`config.mk`:
```
export PLATFORM = sky130hd
export DESIGN_NAME = cpu_fetch_seq_flat
export DESIGN_NICKNAME = d
export VERILOG_FILES = /design/src/rtl/cpu_fetch_seq_pkg.sv /design/src/rtl/cpu_fetch_seq_if.sv /design/src/rtl/cpu_pc_reg.sv /design/src/rtl/cpu_fetch_seq.sv /design/src/flat_wrapper.sv
export SDC_FILE = /design/constraint.sdc
export NUM_CORES = 1
export LEC_CHECK = 0
export BUFFER_PORTS_ARGS = -buffer_cell sky130_fd_sc_hd__clkbuf_2
export CORE_MARGIN = 2
export CORE_UTILIZATION = 54
export DETAILED_ROUTE_END_ITERATION = 16
export PLACE_DENSITY_LB_ADDON = 0.15
export SETUP_SLACK_MARGIN = 0.1
export SLEW_MARGIN = 20
export SYNTH_ARGS = -nofsm -noshare
export SYNTH_HDL_FRONTEND = slang
export SYNTH_SLANG_ARGS = --single-unit
```
`constraint.sdc`:
```
create_clock -name clk_i -period 9.6 [get_ports clk_i]
set_input_delay 1.92 -clock clk_i [delete_from_list [all_inputs] [get_ports clk_i]]
set_output_delay 1.92 -clock clk_i [all_outputs]
set_load 0.03 [all_outputs]
```
`src/rtl/cpu_fetch_seq_pkg.sv`:
```
// Shared instruction-set constants for the MiniSoC fetch path: opcodes,
// the fetch step size and the sequencer state encoding.
package cpu_fetch_seq_pkg;

  typedef enum logic [7:0] {
    OP_NOP  = 8'h00,
    OP_JMP  = 8'h05,
    OP_INIT = 8'hFF
  } opcode_e;

  // Three instruction words of 4 bytes each.
  localparam int unsigned FETCH_STEP_SIZE = 12;

  localparam logic [2:0] ST_IDLE  = 3'd0;
  localparam logic [2:0] ST_F_OP  = 3'd1;
  localparam logic [2:0] ST_F_A   = 3'd2;
  localparam logic [2:0] ST_F_B   = 3'd3;
  localparam logic [2:0] ST_ISSUE = 3'd4;
  localparam logic [2:0] ST_WAIT  = 3'd5;
  localparam logic [2:0] ST_NEXT  = 3'd6;

endpackage

```
`src/rtl/cpu_fetch_seq_if.sv`:
```
// Memory-read and exec-unit signals of the fetch sequencer, bundled so the
// sequencer (master) and its memory/exec neighbours (slave) share one port.
interface cpu_fetch_seq_if #(
  parameter int unsigned WIDTH = 32
);
  // Read handshake: mem_req_o rises with a stable mem_addr_o and stays high,
  // address unchanged, until a cycle where mem_ack_i is sampled high; that
  // cycle transfers mem_rdata_i. mem_ack_i has no meaning while mem_req_o is low.
  logic             enable_i;
  logic             mem_req_o;
  logic [WIDTH-1:0] mem_addr_o;
  logic             mem_ack_i;
  logic [WIDTH-1:0] mem_rdata_i;
  logic [WIDTH-1:0] opcode_o;
  logic [WIDTH-1:0] opa_o;
  logic [WIDTH-1:0] opb_o;
  logic             fetch_done_o;
  logic             exec_done_i;
  logic             isjcc_i;
  logic [WIDTH-1:0] newpc_i;
  logic [WIDTH-1:0] pc_o;
  logic             busy_o;
  logic [WIDTH-1:0] retired_o;
  logic [2:0]       state_dbg;

  modport master (
    input  enable_i, mem_ack_i, mem_rdata_i, exec_done_i, isjcc_i, newpc_i,
    output mem_req_o, mem_addr_o, opcode_o, opa_o, opb_o, fetch_done_o,
           pc_o, busy_o, retired_o, state_dbg
  );

  modport slave (
    output enable_i, mem_ack_i, mem_rdata_i, exec_done_i, isjcc_i, newpc_i,
    input  mem_req_o, mem_addr_o, opcode_o, opa_o, opb_o, fetch_done_o,
           pc_o, busy_o, retired_o, state_dbg
  );
endinterface

```
`src/rtl/cpu_pc_reg.sv`:
```
// Program counter with step/jump selection and the retired-instruction counter.
// The jump decision is captured when execution completes and applied one cycle later.
module cpu_pc_reg
  import cpu_fetch_seq_pkg::*;
#(
  parameter int unsigned      WIDTH    = 32,
  parameter logic [WIDTH-1:0] RESET_PC = '0,
  parameter logic [WIDTH-1:0] STEP     = WIDTH'(FETCH_STEP_SIZE)
) (
  input  logic             clk,
  input  logic             rst,
  input  logic             sample,
  input  logic             is_jump,
  input  logic [WIDTH-1:0] jump_pc,
  input  logic             advance,
  output logic [WIDTH-1:0] pc,
  output logic [WIDTH-1:0] next_pc,
  output logic [WIDTH-1:0] retired
);
  localparam logic [WIDTH-1:0] ONE = WIDTH'(1);

  logic             jump_q;
  logic [WIDTH-1:0] target_q;

  // Jump targets are used verbatim; sums simply wrap at WIDTH bits.
  assign next_pc = jump_q ? target_q : pc + STEP;

  always_ff @(posedge clk or posedge rst) begin
    if (rst) begin
      pc       <= RESET_PC;
      retired  <= '0;
      jump_q   <= 1'b0;
      target_q <= '0;
    end else begin
      if (sample) begin
        jump_q   <= is_jump;
        target_q <= jump_pc;
      end
      if (advance) begin
        pc      <= next_pc;
        retired <= retired + ONE;
      end
    end
  end
endmodule

```
`src/rtl/cpu_fetch_seq.sv`:
```
// Instruction sequencer: fetches each 3-word instruction over the read handshake,
// strobes it to the exec unit, waits for completion, then steps or redirects the PC.
module cpu_fetch_seq
  import cpu_fetch_seq_pkg::*;
#(
  parameter int unsigned      WIDTH      = 32,
  parameter logic [WIDTH-1:0] RESET_PC   = '0,
  parameter int unsigned      WORD_BYTES = 4
) (
  input logic             clk_i,
  input logic             rst_i,
  cpu_fetch_seq_if.master bus
);
  localparam logic [WIDTH-1:0] OFS_A = WIDTH'(WORD_BYTES);
  localparam logic [WIDTH-1:0] OFS_B = WIDTH'(2 * WORD_BYTES);
  localparam logic [WIDTH-1:0] STEP  = WIDTH'(3 * WORD_BYTES);

  logic [2:0]       state;
  logic             mem_req;
  logic [WIDTH-1:0] mem_addr;
  logic [WIDTH-1:0] opcode;
  logic [WIDTH-1:0] opa;
  logic [WIDTH-1:0] opb;
  logic             fetch_done;
  logic             busy;
  logic [WIDTH-1:0] pc;
  logic [WIDTH-1:0] next_pc;
  logic [WIDTH-1:0] retired;
  logic             accept;
  logic             sample;
  logic             advance;

  assign accept  = mem_req & bus.mem_ack_i;
  assign sample  = (state == ST_WAIT) & bus.exec_done_i;
  assign advance = (state == ST_NEXT);

  cpu_pc_reg #(
    .WIDTH    (WIDTH),
    .RESET_PC (RESET_PC),
    .STEP     (STEP)
  ) u_pc_reg (
    .clk     (clk_i),
    .rst     (rst_i),
    .sample  (sample),
    .is_jump (bus.isjcc_i),
    .jump_pc (bus.newpc_i),
    .advance (advance),
    .pc      (pc),
    .next_pc (next_pc),
    .retired (retired)
  );

  always_ff @(posedge clk_i or posedge rst_i) begin
    if (rst_i) begin
      state      <= ST_IDLE;
      mem_req    <= 1'b0;
      mem_addr   <= RESET_PC;
      opcode     <= '0;
      opa        <= '0;
      opb        <= '0;
      fetch_done <= 1'b0;
      busy       <= 1'b0;
    end else begin
      fetch_done <= 1'b0;
      case (state)
        ST_IDLE: begin
          if (bus.enable_i) begin
            state    <= ST_F_OP;
            mem_req  <= 1'b1;
            mem_addr <= pc;
            busy     <= 1'b1;
          end
        end
        ST_F_OP: begin
          if (accept) begin
            opcode   <= bus.mem_rdata_i;
            mem_addr <= pc + OFS_A;
            state    <= ST_F_A;
          end
        end
        ST_F_A: begin
          if (accept) begin
            opa      <= bus.mem_rdata_i;
            mem_addr <= pc + OFS_B;
            state    <= ST_F_B;
          end
        end
        ST_F_B: begin
          if (accept) begin
            opb        <= bus.mem_rdata_i;
            mem_req    <= 1'b0;
            fetch_done <= 1'b1;
            state      <= ST_ISSUE;
          end
        end
        // ISSUE always passes through WAIT, so completion is never taken
        // in the same cycle the exec unit first sees fetch_done.
        ST_ISSUE: state <= ST_WAIT;
        ST_WAIT: begin
          if (bus.exec_done_i) state <= ST_NEXT;
        end
        ST_NEXT: begin
          mem_addr <= next_pc;
          if (bus.enable_i) begin
            state   <= ST_F_OP;
            mem_req <= 1'b1;
          end else begin
            state <= ST_IDLE;
            busy  <= 1'b0;
          end
        end
        default: begin
          state   <= ST_IDLE;
          mem_req <= 1'b0;
          busy    <= 1'b0;
        end
      endcase
    end
  end

  assign bus.mem_req_o    = mem_req;
  assign bus.mem_addr_o   = mem_addr;
  assign bus.opcode_o     = opcode;
  assign bus.opa_o        = opa;
  assign bus.opb_o        = opb;
  assign bus.fetch_done_o = fetch_done;
  assign bus.pc_o         = pc;
  assign bus.busy_o       = busy;
  assign bus.retired_o    = retired;
  assign bus.state_dbg    = state;
endmodule

```
`src/flat_wrapper.sv`:
```
// flat-port wrapper written by rule: the top's interface ports become plain ports
module cpu_fetch_seq_flat import cpu_fetch_seq_pkg::*;
#(
  parameter int unsigned      WIDTH      = 32,
  parameter logic [WIDTH-1:0] RESET_PC   = '0,
  parameter int unsigned      WORD_BYTES = 4
)
  (clk_i, rst_i, bus_enable_i, bus_mem_ack_i, bus_mem_rdata_i, bus_exec_done_i, bus_isjcc_i, bus_newpc_i, bus_mem_req_o, bus_mem_addr_o, bus_opcode_o, bus_opa_o, bus_opb_o, bus_fetch_done_o, bus_pc_o, bus_busy_o, bus_retired_o, bus_state_dbg);
  cpu_fetch_seq_if #(.WIDTH(WIDTH)) bus_i ();
  input logic clk_i;
  input logic rst_i;
  input wire logic [$bits(bus_i.enable_i)-1:0] bus_enable_i;
  input wire logic [$bits(bus_i.mem_ack_i)-1:0] bus_mem_ack_i;
  input wire logic [$bits(bus_i.mem_rdata_i)-1:0] bus_mem_rdata_i;
  input wire logic [$bits(bus_i.exec_done_i)-1:0] bus_exec_done_i;
  input wire logic [$bits(bus_i.isjcc_i)-1:0] bus_isjcc_i;
  input wire logic [$bits(bus_i.newpc_i)-1:0] bus_newpc_i;
  output wire logic [$bits(bus_i.mem_req_o)-1:0] bus_mem_req_o;
  output wire logic [$bits(bus_i.mem_addr_o)-1:0] bus_mem_addr_o;
  output wire logic [$bits(bus_i.opcode_o)-1:0] bus_opcode_o;
  output wire logic [$bits(bus_i.opa_o)-1:0] bus_opa_o;
  output wire logic [$bits(bus_i.opb_o)-1:0] bus_opb_o;
  output wire logic [$bits(bus_i.fetch_done_o)-1:0] bus_fetch_done_o;
  output wire logic [$bits(bus_i.pc_o)-1:0] bus_pc_o;
  output wire logic [$bits(bus_i.busy_o)-1:0] bus_busy_o;
  output wire logic [$bits(bus_i.retired_o)-1:0] bus_retired_o;
  output wire logic [$bits(bus_i.state_dbg)-1:0] bus_state_dbg;
  assign bus_i.enable_i = bus_enable_i;
  assign bus_i.mem_ack_i = bus_mem_ack_i;
  assign bus_i.mem_rdata_i = bus_mem_rdata_i;
  assign bus_i.exec_done_i = bus_exec_done_i;
  assign bus_i.isjcc_i = bus_isjcc_i;
  assign bus_i.newpc_i = bus_newpc_i;
  assign bus_mem_req_o = bus_i.mem_req_o;
  assign bus_mem_addr_o = bus_i.mem_addr_o;
  assign bus_opcode_o = bus_i.opcode_o;
  assign bus_opa_o = bus_i.opa_o;
  assign bus_opb_o = bus_i.opb_o;
  assign bus_fetch_done_o = bus_i.fetch_done_o;
  assign bus_pc_o = bus_i.pc_o;
  assign bus_busy_o = bus_i.busy_o;
  assign bus_retired_o = bus_i.retired_o;
  assign bus_state_dbg = bus_i.state_dbg;
  cpu_fetch_seq #(.WIDTH(WIDTH), .RESET_PC(RESET_PC), .WORD_BYTES(WORD_BYTES)) u_core (.clk_i(clk_i), .rst_i(rst_i), .bus(bus_i));
endmodule
```
Word-level counts from Yosys, hierarchy flattened
Index checks and enable logic that the tools add are counted.
- muxes and demuxes: 19
- reduce and logical (&&, ||, !) cells: 12
- $add $sub $neg: 4
- bitwise operators: 4
- eq/ne operators: 13
- operators with widths (operator ; number):
    $mux W32 ; 4
    $pmux W32 S4 ; 1
    $add A32 B4 Y32 const B ; 2
    $add A32 B1 Y32 const B ; 1
    $add A32 B3 Y32 const B ; 1
    $pmux W3 S7 ; 1
    $mux W3 ; 5
    $eq A3 B3 Y1 const B ; 3
    $ne A2 B1 Y1 const B ; 4
    $eq A3 B2 Y1 const B ; 2
    $mux W1 ; 6
    $ne A2 B2 Y1 const B ; 3
    $pmux W1 S3 ; 2
    $reduce_and A2 Y1 ; 3
    $reduce_and A3 Y1 ; 2
    $reduce_and A5 Y1 ; 1
    $reduce_or A5 Y1 ; 1
    $reduce_and A4 Y1 ; 1
    $reduce_bool A4 Y1 ; 1
    $reduce_or A4 Y1 ; 1
    $eq A3 B1 Y1 const B ; 1
    $logic_not A3 Y1 ; 1
    $and A1 B1 Y1 ; 2
    $not A1 Y1 ; 2
    $reduce_or A2 Y1 ; 1
- output and inout bits: 198
- register bits: 231
- input port bits: 70
- logic and storage cells: 64

Logic depth before layout (Yosys ltp)
- depth in word-level cells: 4
- gate-level depth with buffers: 10
- mapped depth without buffers: 8

By module
From an unflattened synthesis, not the netlist that was laid out.
- cell total of the unflattened synthesis: 1220
- area, all modules: 12351.8 µm²
- by module, submodules not included (module ; sequential area each (µm²) ; area an instance (µm²) ; instances ; cells an instance):
    cpu_fetch_seq ; 3353.2 ; 6951.7 ; 1 ; 661
    cpu_pc_reg ; 2427.3 ; 5400.2 ; 1 ; 559

Worst setup path before layout
Ideal clock, no wire load.
- kind: input to register
- start: input port bus_enable_i
- end: register u_core.mem_addr[25], in the netlist u_core.bus.mem_addr_o[25]
- stages on the path: 7
- slack: 6.342 ns
- setup time: 0.126 ns
- buffers on the path: 1
- data arrival time: 3.133 ns
- data required time: 9.474 ns
- cells stage by stage: nand2b_1 o32ai_2 nor2_2 buf_2 or3_1 o21ai_0 a21oi_2
- longest elaborated chain between the ends: 2
- ends and longest elaborated chain (item ; RTL line ; source):
    start, declared ; flat_wrapper.sv:12 ; input wire logic [$bits(bus_i.enable_i)-1:0] bus_enable_i;
    $ne A2 B2 Y1 (no line) ; -- ;
    $reduce_and A4 Y1 (no line) ; -- ;
    end signal, assigned ; cpu_fetch_seq.sv:70 ; mem_addr <= pc;
    end signal, assigned ; cpu_fetch_seq.sv:77 ; mem_addr <= pc + OFS_A;
    end signal, assigned ; cpu_fetch_seq.sv:84 ; mem_addr <= pc + OFS_B;
    end, declared ; cpu_fetch_seq.sv:20 ; logic [WIDTH-1:0] mem_addr;
Every way passes these cells.
A chain may end at the register's enable or synchronous reset.

Final worst setup path
- start: register u_core.state[1], in the netlist u_core.bus.state_dbg[1]
- end: output port bus_state_dbg[1]
- RTL lines (item ; RTL line ; source):
    start, declared ; cpu_fetch_seq.sv:18 ; logic [2:0] state;
    start signal, assigned ; cpu_fetch_seq.sv:55 ; state <= ST_IDLE;
    start signal, assigned ; cpu_fetch_seq.sv:68 ; state <= ST_F_OP;
    start signal, assigned ; cpu_fetch_seq.sv:78 ; state <= ST_F_A;
    end, declared ; flat_wrapper.sv:27 ; output wire logic [$bits(bus_i.state_dbg)-1:0] bus_state_dbg;
No word-level cell between the ends.

==> results.yml <==
place:
  place_hpwl_um: 21700
  detailedPlace.worstSlack_ns: 5.28
  gp_congestion: 0.904
  io_buffers: 267
synth:
  yosys_warnings: 0
  synthCells: 1087
  synth_nets: 1162
  synth_area_um2: 11500
  synth_ff_type: "dfrtp_1"
  netlist-cell-type-count: 67
  synth_edf_count: 0
  async_flop_share: 1.00
  ys_seq_elements: 231
  synth.avg_cell_area_um2: 10.5
  ys_seq_area_frac: 0.505
detailed_routing:
  highest_layer: "met4"
  drt_first_pass_iters: 5
  drt_iter0_markers: 661
  wl_met1_um: 13200
  totalWireLength_um: 31800
  drc: 0
  met2WireLength_um: 14700
  num_vias: 9509
  vias_per_cell: 5.93
  ant_nets: 0
  wire_per_inst_um: 19.8
  met3_length_um: 2950
cts:
  htreeDepth: 1
  clk_pin_slew_ns: 0.06
  insertion_delay_ns: 0.54
  cts_tree: "built"
  clock_path_buffers: 3
  cts_root_buffer: "clkbuf_16"
  cts_buffers: 25
  post_cts_resized: 0
  hold_buffers: 0
  cts_sinks: 231
  cts_setup_buffers: 0
grt:
  grt_max_degree: 83
  overflow: 0
  antenna_found_initial: 0
  grt_pass1_wl_um: 50000
  grt_pass1_vias: 9336
  grt_use_total: 0.279
critical_path:
  crit_required_ns: 7.68
  crit_path_end_kind: "primary output"
  path_max_fanout: 20
  path_cells: "clkbuf_2"
  path_class: "reg2out"
  cp_data_arrival_time_ns: 1.66
  crit_family: "flip-flops"
  cp_num_buf_inv: 1
  cp-start-kind: "register"
  critical-path-slowest-cell: "dfrtp_1"
  max_stage_delay_ns: 0.78
sta:
  fmax_mhz: 279
  max_slew.worst_pin.slew_ns: 1.10
  period_needed_ns: 3.58
  fin_ws_ns: 6.02
  slew-limit-headroom: 0.262
  fin_crit_sh: 0.373
  finalSetupTns_ns: 0
  hold_violations: 0
  skew_ns: 0.00922
  setup_viol_count_final: 0
  rsz0062_at_grt: "false"
  slew_viol_final: 0
  worst_hold_slack_ns: 0.474
power:
  power.density_nw_per_um2: 380
  leakage_nw: 6.25
  ir_drop_mv: 0.272
hold_path:
  hold_path.class: "reg2reg"
finish:
  layout_commonest_cell: "clkbuf_2"
  layout_common_cells: "267 x clkbuf_2, 230 x dfrtp_1, 134 x mux2_2, 92 x nand2_1, 81 x o21ai_0"
  syn2layout_area_growth_pct: 19.8
  fin_util: 0.657
  antennaDiodeCount: 0
  drive_above_1_share: 0.358
  nets: 1387
  fill_cells: 1694
die:
  core_um2: 20900
  rows: 53
  die-area_um2: 22400
  ios: 268
  dieHeight_um: 150
  start_util: 0.548
  die_x_um: 150
job:
  maxCapViolCount: 0
status:
  status: "finished, final reports clean"
per-layer routing:
layer,up-vias,track usage
met5,-,0
li1,4379,-
met3,76,0.0735
met2,415,0.445
met4,0,0.0896
met1,4639,0.375
metrics by stage:
stage,power [mW],area (µm²),std cells
3_3_place_gp,4.19,12900,1559
6_report,5.21,13700,1604
3_5_place_dp,4.25,12900,1559
2_1_floorplan,3.52,11500,1087
4_1_cts,5.22,13700,1603
5_1_grt,5.51,13700,1604
flip-flops by register name (all words and copies together), names as in the netlist, 3 cells and up:
register and count:
u_core.bus.state_dbg 3, u_core.u_pc_reg.pc 32, u_core.bus.opb_o 32, u_core.bus.mem_addr_o 32, u_core.bus.opa_o 32, u_core.u_pc_reg.retired 32, u_core.u_pc_reg.target_q 32, u_core.bus.opcode_o 32
path summary, 6_finish.rpt:
path | from | end | slack (ns) | cells past startpoint
worst max-delay path | u_core.bus.state_dbg[1]$_DFFE_PP0P_ | bus_state_dbg[1] | 6.02 | 1
worst min-delay path | u_core.u_pc_reg.retired[31]$_DFFE_PP0P_ | u_core.u_pc_reg.retired[31]$_DFFE_PP0P_ | 0.47 | 1
worst max register to register | u_core.bus.state_dbg[0]$_DFFE_PP0P_ | u_core.bus.mem_addr_o[19]$_DFFE_PP0P_ | 6.44 | 8
worst min register to register | u_core.u_pc_reg.retired[31]$_DFFE_PP0P_ | u_core.u_pc_reg.retired[31]$_DFFE_PP0P_ | 0.47 | 1
max in group asynchronous | rst_i | u_core.u_pc_reg.target_q[12]$_DFFE_PP0P_ | 7.05 | 3
min in group asynchronous | rst_i | u_core.bus.opa_o[2]$_DFFE_PP0P_ | 1.44 | 2
power breakdown:
part	switching (mW)	internal (mW)	leakage, nW
Clock	0.398	0.559	0.412
Sequential	0.439	1.40	2.87
Combinational	1.59	0.834	2.97
logic make-up (layout without fill, tap and decap cells):
logic type,after synthesis,after routing,share of synthesized area
flip-flops,231,231,0.505
AO/OA/AOI/OAI,244,244,0.130
multiplexers,138,138,0.135
buffers and inverters,101,343,0.0382
adder cells (fa/ha/maj),6,6,0.00633
AND/OR/NAND/NOR,306,306,0.139
XOR/XNOR,61,61,0.0466
area by class of cell:
class / instances / area (µm²) / area share
Clock buffer: 34 / 729 / 0.0531
Timing Repair Buffer: 279 / 1450 / 0.105
Inverter: 20 / 82.6 / 0.00602
Clock inverter: 10 / 92.6 / 0.00674
Tap cell: 275 / 344 / 0.0251
Sequential cell: 231 / 5780 / 0.421
Multi-Input combinational cell: 755 / 5250 / 0.383
cells in the mapped netlist, types with 19 or more instances:
cell,number,area share
a21oi_1,62,0.027
buf_2,29,0.013
clkbuf_1,43,0.014
dfrtp_1,231,0.50
mux2_2,134,0.13
nand2_1,92,0.030
nand3_1,23,0.010
nand4_1,33,0.018
nor2_1,52,0.017
nor3_1,24,0.010
o21ai_0,81,0.035
xnor2_1,42,0.032
xor2_1,19,0.015
No activity file was read; power rests on OpenSTA's default activity.
